File: config.mk
export PLATFORM = sky130hd
export DESIGN_NAME = evt_pulse_gen
export DESIGN_NICKNAME = d
export VERILOG_FILES = /design/src/rtl/evt_pulse_gen.sv
export SDC_FILE = /design/constraint.sdc
export NUM_CORES = 1
export LEC_CHECK = 0
export ABC_AREA = 0
export CAP_MARGIN = 15
export CORE_UTILIZATION = 45
export DETAILED_ROUTE_END_ITERATION = 10
export GPL_ROUTABILITY_DRIVEN = 0
export PLACE_DENSITY = 0.65
export REMOVE_ABC_BUFFERS = 1
export SLEW_MARGIN = 5
export SYNTH_ARGS = -nofsm -noshare
export SYNTH_HDL_FRONTEND = slang
export SYNTH_SLANG_ARGS = --single-unit
File: constraint.sdc
create_clock -name clk_in -period 3.7 [get_ports clk_in]
set_input_delay 0.74 -clock clk_in [delete_from_list [all_inputs] [get_ports clk_in]]
set_output_delay 0.74 -clock clk_in [all_outputs]
set_load 0.005 [all_outputs]
File: src/rtl/evt_pulse_gen.sv
`default_nettype none
// ============================================================================
// Module      : evt_pulse_gen
// Description : Programmable event-burst generator. On an accepted command it
//               emits N single-cycle pulses spaced P cycles apart, then
//               strobes done_out. Command inputs are latched at acceptance.
//               Optional feature macro: EVT_PULSE_GEN_FREERUN_EN
//               (count_in == 0 selects endless pulsing until abort_in, and
//               sent_out wraps modulo MAX_COUNT).
// Revision    : 1.0 - initial release
// ============================================================================
module evt_pulse_gen #(
  parameter int MAX_COUNT  = 256,
  parameter int MAX_PERIOD = 256
) (
  input  logic                          clk_in,
  input  logic                          rst_n_in,
  input  logic                          start_in,
  input  logic [$clog2(MAX_COUNT)-1:0]  count_in,
  input  logic [$clog2(MAX_PERIOD)-1:0] period_in,
  input  logic                          abort_in,
  output logic                          ready_out,
  output logic                          busy_out,
  output logic                          evt_out,
  output logic                          done_out,
  output logic [$clog2(MAX_COUNT)-1:0]  sent_out
);

  localparam int CW = $clog2(MAX_COUNT);
  localparam int PW = $clog2(MAX_PERIOD);

  typedef enum logic [1:0] {
    IDLE  = 2'd0,
    PULSE = 2'd1,
    WAIT  = 2'd2,
    DONE  = 2'd3
  } state_t;

  state_t        state_q, state_d;
  logic [CW-1:0] cnt_q,   cnt_d;
  logic [CW-1:0] sent_q,  sent_d;
  logic [PW-1:0] per_q,   per_d;
  logic [PW-1:0] wait_q,  wait_d;

  // One extra bit keeps sent_q+1 from aliasing onto cnt_q when it overflows;
  // a zero cnt_q can therefore never look like the last pulse, which is what
  // lets the free-run build share this comparison unchanged.
  logic [CW:0]   sent_plus1;
  logic          last_pulse;
  logic [CW-1:0] sent_inc;

  assign sent_plus1 = {1'b0, sent_q} + {{CW{1'b0}}, 1'b1};
  assign last_pulse = (sent_plus1 == {1'b0, cnt_q});

`ifdef EVT_PULSE_GEN_FREERUN_EN
  // Explicit wrap so a non-power-of-two MAX_COUNT still wraps at MAX_COUNT-1.
  assign sent_inc = (sent_q == CW'(MAX_COUNT - 1)) ? '0 : sent_plus1[CW-1:0];
`else
  assign sent_inc = sent_plus1[CW-1:0];
`endif

  // Next-state and datapath decisions for the burst sequencer.
  always_comb begin
    state_d = state_q;
    cnt_d   = cnt_q;
    per_d   = per_q;
    wait_d  = wait_q;
    sent_d  = sent_q;
    case (state_q)
      IDLE: begin
        if (start_in) begin
          cnt_d  = count_in;
          per_d  = (period_in == '0) ? PW'(1) : period_in;
          sent_d = '0;
`ifdef EVT_PULSE_GEN_FREERUN_EN
          // A zero count starts a free-running burst rather than completing.
          state_d = PULSE;
`else
          state_d = (count_in != '0) ? PULSE : DONE;
`endif
        end
      end
      PULSE: begin
        sent_d = sent_inc;
        if (abort_in) begin
          state_d = DONE;
        end else if (last_pulse) begin
          state_d = DONE;
        end else if (per_q == PW'(1)) begin
          state_d = PULSE;
        end else begin
          // The pulse cycle and the final zero-count cycle both consume one
          // slot of the period, hence the load of P-2.
          state_d = WAIT;
          wait_d  = per_q - PW'(2);
        end
      end
      WAIT: begin
        if (abort_in) begin
          state_d = DONE;
        end else if (wait_q == '0) begin
          state_d = PULSE;
        end else begin
          wait_d = wait_q - PW'(1);
        end
      end
      DONE: begin
        state_d = IDLE;
      end
      default: begin
        state_d = IDLE;
      end
    endcase
  end

  // State and datapath registers with asynchronous clear.
  always_ff @(posedge clk_in or negedge rst_n_in) begin
    if (!rst_n_in) begin
      state_q <= IDLE;
      cnt_q   <= '0;
      per_q   <= '0;
      wait_q  <= '0;
      sent_q  <= '0;
    end else begin
      state_q <= state_d;
      cnt_q   <= cnt_d;
      per_q   <= per_d;
      wait_q  <= wait_d;
      sent_q  <= sent_d;
    end
  end

  // Moore outputs decoded straight from the state register.
  assign ready_out = (state_q == IDLE);
  assign busy_out  = (state_q == PULSE) || (state_q == WAIT);
  assign evt_out   = (state_q == PULSE);
  assign done_out  = (state_q == DONE);
  assign sent_out  = sent_q;

endmodule
`default_nettype wire

==> results.md, run 1 <==
- CP arrival: 2870 ps
- Clock Sinks: 34
- Post-CTS Setup Inserts: 0
- Post-Synthesis Cells: 231
- FF+latch count, synth: 34
- Slew margin rel.: 48.9%
- Mapped Area: 2170 um^2
- Hpwl dp: 3540 um
- HP Class: flip-flop to flip-flop
- Grt total ovfl: 0
- Xor-xnor portion of the synthesized cell area: 4.84%
- Skew final: between 5 and 6 ps
- Initial antenna violation count: 0
- Num rows: 24
- Comb pwr share: 47.8%
- Residual DRC: 0
- Post-Route Utilization: between 50% and 60%
- Kind of critical path: flip-flop to flip-flop
- Internal power: roughly 1.2 mW
- Synth cell types: 48
- Static leakage: 1.03 nW
- Maximum net fanout on the critical path: 11
- Sw Ratio: 39.6%
- H-Tree Depth: 2
- CTS clk-pin slew, worst paths: 70 ps
- Top FF cell, synth: dfrtp_1
- Final worst path period share: between 70% and 80%
- CORE AREA: ~4500 um^2
- Area fraction of the dominant cell type after synthesis: between 30% and 40%
- Clock Path Buffers: 2
- Total CTS buffers: 5
- Setup TNS Final: 0 ps
- Final Max Slew Viols: 0
- Final Critical Period: 2710 ps
- CP required: 3860 ps
- Post-Synth Simple-Gate Area: 19.3%
- Vias in the first global route: roughly 1600
- I/O pin count: 32
- Largest net degree at the start of global routing: 35
- Initial Util: between 40% and 50%
- Post-synth EDFFs: 0
- Register area share after synthesis: 39.2%
- Clock root cell: clkbuf_8
- Setup ws final: 989 ps
- Fmax: between 0.3 and 0.4 GHz
- # Max-Cap Violations: 0
- Final Hold Fails: 0
- P&R area growth vs syn: 20.7%
- Synth area leaders: dfrtp_1, mux2_2, o21ai_0
- Cell Chain, Critical Path: nand3_4 -> or3_1 -> a2111o_1 -> nor4_4 -> or2b_1 -> o211ai_1
- Final setup viols: 0
- Power Density: 749 nW/um^2
- Pre-antenna DRT Iters: 4
- Adder-Cell Fraction of Synth Area: 4.61%
- Vias after detailed routing: about 1900
- Hold WS: roughly 530 ps
- Compound-cell area share of the yosys netlist: 19.5%
- DR WL/cell: 15.3 um
- Peak supply drop: ~0.00033 V
- CP peak stage delay: approximately 580 ps
- Unrepaired setup endpoints after global routing: no
- Largest family of logic cells by synthesized area: compound AO/OA/AOI/OAI gates
- Hold buffers post-CTS: 0
- Fraction of layout cells with a size suffix above 1: 12.9%
- Die X: 71.4 um
- R2R Setup Slk: roughly 990 ps
- Drt initial violations: 125
- Cts repair resizes: 0
- Nets: just under 300
- Power consumption: ~2.0 mW
- Via density: approximately 6
- Worst slack at placement: 1030 ps
- CP Launch Type: flip-flop
- TritonCTS clock tree: yes
- Crit end category: flip-flop
- Syn_area_per_cell: 9.39 um^2
- Die area: slightly above 5000 um^2
- Post-Route WL: 4830 um
- Net load switching power: 776 uW
- Die Height: 71.4 um
- All-Layer GR Usage: 20.6%
- Sequential share of power: 35.7%
- Layout fillers: 406
- Antenna-violating nets left: 0
- Port bufs: 31
- Area leader, netlist: dfrtp_1
- Crit path max-delay cell type: dfrtp_1
- Inserted Diodes: 0
- Skew-Pair Late Insertion Delay: just under 300 ps
- First-pass GRT wire length: approximately 8100 um
- Status: complete, no violations
- Ys async rst share: 100%
- Slew @ Worst Pin: 765 ps
- Clock power share: 16.5%
- Synth warn: 0
- Mux contribution to synthesized area: 8.25%
==> metrics by stage <==
step                area, um^2  std cells
finish                    2620        315
global route              2620        315
CTS                       2620        315
detailed placement        2510        307
global placement          2510        307
floorplan                 2130        223
==> synthesized netlist by cell type, types with 2 or more instances <==
| master | instances |
|---|---|
| dfrtp_1 | 34 |
| o21ai_0 | 22 |
| nor2_1 | 21 |
| nand2_1 | 20 |
| mux2_2 | 15 |
| inv_1 | 13 |
| a21oi_1 | 11 |
| ha_1 | 8 |
| nor3_1 | 8 |
| xnor2_1 | 6 |
| xor2_1 | 6 |
| a31oi_1 | 4 |
| clkbuf_1 | 4 |
| nor4_1 | 4 |
| o22a_2 | 4 |
| or4_1 | 4 |
| a211oi_1 | 3 |
| and3_1 | 3 |
| nand2b_1 | 3 |
| nand3_1 | 3 |
| o211ai_1 | 3 |
| o31ai_1 | 3 |
| buf_2 | 2 |
| o311ai_0 | 2 |
| or3_1 | 2 |
==> placed cells by master, fill, tap and decap left out, types with 6 or more instances in the layout <==
cell	netlist	layout
xnor2_1	6	6
a21oi_1	11	11
xor2_1	6	6
nor3_1	8	8
nor2_1	21	21
o21ai_0	22	22
mux2_2	15	15
dfrtp_1	34	34
nand2_1	20	20
inv_1	13	13
ha_1	8	8
clkbuf_8	0	8
clkdlybuf4s50_1	0	31
==> routing by layer <==
layer	track usage (%)	part of all wire, %	vias to the layer above
li1	-	-	907
met1	31.6	51	886
met2	28.0	43	61
met3	4.78	5.8	2
met4	7.33	0.60	0
met5	0	0	-
==> logic make-up after synthesis <==
group | Yosys count
AOI/OAI and AO/OA | 62
and+or+nand+nor | 78
DFF | 34
adders and majority gates | 8
buffers and inverters | 21
xor gates and xnor gates | 12
muxes | 16
==> power by group through the flow <==
stage	Clock (mW)	Sequential [mW]	Combinational, mW
after global placement	0	0.699	0.922
after CTS	0.332	0.696	0.940
after global routing	0.348	0.723	1.03
after floorplan	0	0.658	0.688
final	0.324	0.699	0.938
after detailed placement	0	0.705	0.930
==> worst max-delay path, delay by kind of cell (launching register included) <==
family             cells  cell delay, ps
and+or+nand+nor        4            1400
AOI/OAI and AO/OA      2             600
DFF                    1             580
==> cell type report <==
cell class              instances  area, um^2  share of cell area [%]
clock buffers                   8         110                    4.20
inverters                      13        48.8                    1.86
repair buffers                 32         318                    12.1
multi-input cells             176        1230                    46.8
well taps                      52        65.1                    2.48
flip-flops and latches         34         851                    32.5
==> flip-flops by register name, indices dropped and copies added (netlist names) <==
register	cells
sent_out	8
per_q	8
wait_q	8
cnt_q	8
state_q	2
==> path summary, 6_finish.rpt <==
kind | from | to | depth (start not counted)
hold / removal | cnt_q[7] | cnt_q[7] | 1
min in group asynchronous | rst_n_in | sent_out[0] | 2
max in group asynchronous | rst_n_in | per_q[1] | 2
setup / recovery | sent_out[2] | wait_q[0] | 6
hold reg to reg | cnt_q[7] | cnt_q[7] | 1
setup reg to reg | sent_out[2] | wait_q[0] | 6
No activity file was read; power rests on OpenSTA's default activity.
==> run 2, diff against run 1 <==
- clock period: 3.7 -> 2.8 ns (I/O delays scaled with it)
==> run 2 against run 1 <==
  * Critical endpoint unchanged
  * Global-route usage about the same
  * Maximum frequency increased by 2.4%
  * Clock skew increased by 1.1 ps
  * Total power increased by 35%
  * Count of clock-buffer cells in the layout decreased by 1
  * Combinational power increased by 36%
  * Largest power group unchanged
  * First-iteration DRC count increased by 31%
  * Largest cell class unchanged
  * Flip-flop and latch count unchanged
  * Routed wire length about the same
==> results.md, run 2 (synthesis results as in run 1) <==
- Final Max Slew Viols: 0
- H-Tree Depth: 2
- Layout fillers: 417
- CORE AREA: 4500 um^2
- Post-Route WL: just under 5000 um
- TritonCTS clock tree: yes
- First-pass GRT wire length: approximately 8000 um
- Cts repair resizes: 0
- CTS clk-pin slew, worst paths: 70 ps
- I/O pin count: 32
- Status: complete, no violations
- Post-CTS Setup Inserts: 0
- CP arrival: 2800 ps
- Unrepaired setup endpoints after global routing: no
- Grt total ovfl: 0
- Power Density: 992 nW/um^2
- CP peak stage delay: 510 ps
- Die X: slightly above 70 um
- Initial antenna violation count: 0
- HP Class: flip-flop to flip-flop
- Sequential share of power: 34.8%
- Slew @ Worst Pin: 663 ps
- Hold WS: 524 ps
- DR WL/cell: 15.0 um
- Largest net degree at the start of global routing: 35
- Crit end category: flip-flop
- Inserted Diodes: 0
- Total CTS buffers: 5
- R2R Path Start: sent_out[0]
- Port bufs: 31
- Final Critical Period: 2650 ps
- CP Launch Point: sent_out[0]
- Clock Sinks: 34
- Startpoint of the worst hold path: wait_q[7]
- Post-Route Utilization: between 50% and 60%
- Worst slack at placement: 197 ps
- Skew-Pair Late Insertion Delay: 280 ps
- Nets: just under 300
- Final worst path period share: 94.5%
- Delay-heaviest family, CP: simple AND/OR/NAND/NOR gates
- Kind of critical path: flip-flop to flip-flop
- Pre-antenna DRT Iters: 4
- Setup TNS Final: 0 ps
- Slew margin rel.: a little under three fifths
- Layout Cells excl Fill: 321
- Hold buffers post-CTS: 0
- Placed Area: 2550 um^2
- Final setup viols: 0
- Skew final: 6.91 ps
- Net load switching power: 1.03 mW
- DP Cell Count: between 300 and 400
- Drt initial violations: around 160
- Hpwl dp: 3580 um
- Internal power: 1.61 mW
- Most frequent cells in the layout: dfrtp_1, clkdlybuf4s50_1, o21ai_0
- CP Launch Type: flip-flop
- Final Hold Fails: 0
- CP required: 2960 ps
- Clock Path Buffers: 2
- Post-route design area: ~2700 um^2
- Clock root cell: clkbuf_8
- Via density: around 5.8
- Static leakage: 1.05 nW
- Most common cell after layout, fill and taps aside: dfrtp_1
- Die Height: 71.4 um
- Sw Ratio: 39.0%
- All-Layer GR Usage: about a fifth
- Die area: approximately 5000 um^2
- Crit path max-delay cell type: dfrtp_1
- Power consumption: 2.64 mW
- # Max-Cap Violations: 0
- R2R Setup Slk: 150 ps
- Maximum net fanout on the critical path: 10
- Residual DRC: 0
- Fmax: 0.378 GHz
- P&R area growth vs syn: 22.6%
- Setup ws final: ~150 ps
- Initial Util: 48.2%
- Cell Chain, Critical Path: nand3_4 -> or3_1 -> a2111o_1 -> nor4_4 -> or2b_1 -> o211ai_1
- Peak supply drop: roughly 0.00041 V
- Fraction of layout cells with a size suffix above 1: 14.1%
- Vias after detailed routing: 1852
- Comb pwr share: around 48%
- Clock power share: ~17%
- Worst path buffer plus inverter count: 0
- Vias in the first global route: 1657
- Num rows: 24
- Antenna-violating nets left: 0
run 2: changes by cell type in the layout (fill, tap and decap cells not counted), sizes merged:
| cell | delta |
|---|---|
| clkbuf | -1 |
| bufinv | +1 |
| buf | +6 |
run 2: cell type report:
class	instances	area [um^2]	share of cell area, %
inverters	13	48.8	1.83
repair buffers	38	363	13.6
flip-flops and latches	34	851	32.0
multi-input cells	176	1230	46.1
well taps	52	65.1	2.45
clock buffers	7	76.3	2.87
clock inverters	1	30.0	1.13
run 2: power groups by stage:
stage	combinational, mW	sequential (mW)	clock, mW
2_1_floorplan	0.910	0.870	0
3_3_place_gp	1.27	0.914	0
3_5_place_dp	1.27	0.923	0
4_1_cts	1.28	0.916	0.451
5_1_grt	1.42	0.950	0.476
6_report	1.28	0.919	0.444
run 2: worst paths after layout:
check,depth (start not counted),endpoint
worst min register to register,2,wait_q[7]
min in group asynchronous,2,sent_out[5]
max in group asynchronous,2,sent_out[2]
worst min-delay path,2,wait_q[7]
worst max-delay path,6,wait_q[0]
worst max register to register,6,wait_q[0]
run 2: layer usage:
metal	part of all wire, %	GRT usage, %	vias to the layer above
li1	-	-	920
met1	52	31.5	876
met2	43	29.7	52
met3	4.2	2.95	4
met4	0.75	6.44	0
met5	0	0	-
run 2: tightest hold or removal path, cell delays in order, from the launching register on:
cell     delay [ps]
dfrtp_1         350
o21ai_0          80
o21ai_0          60
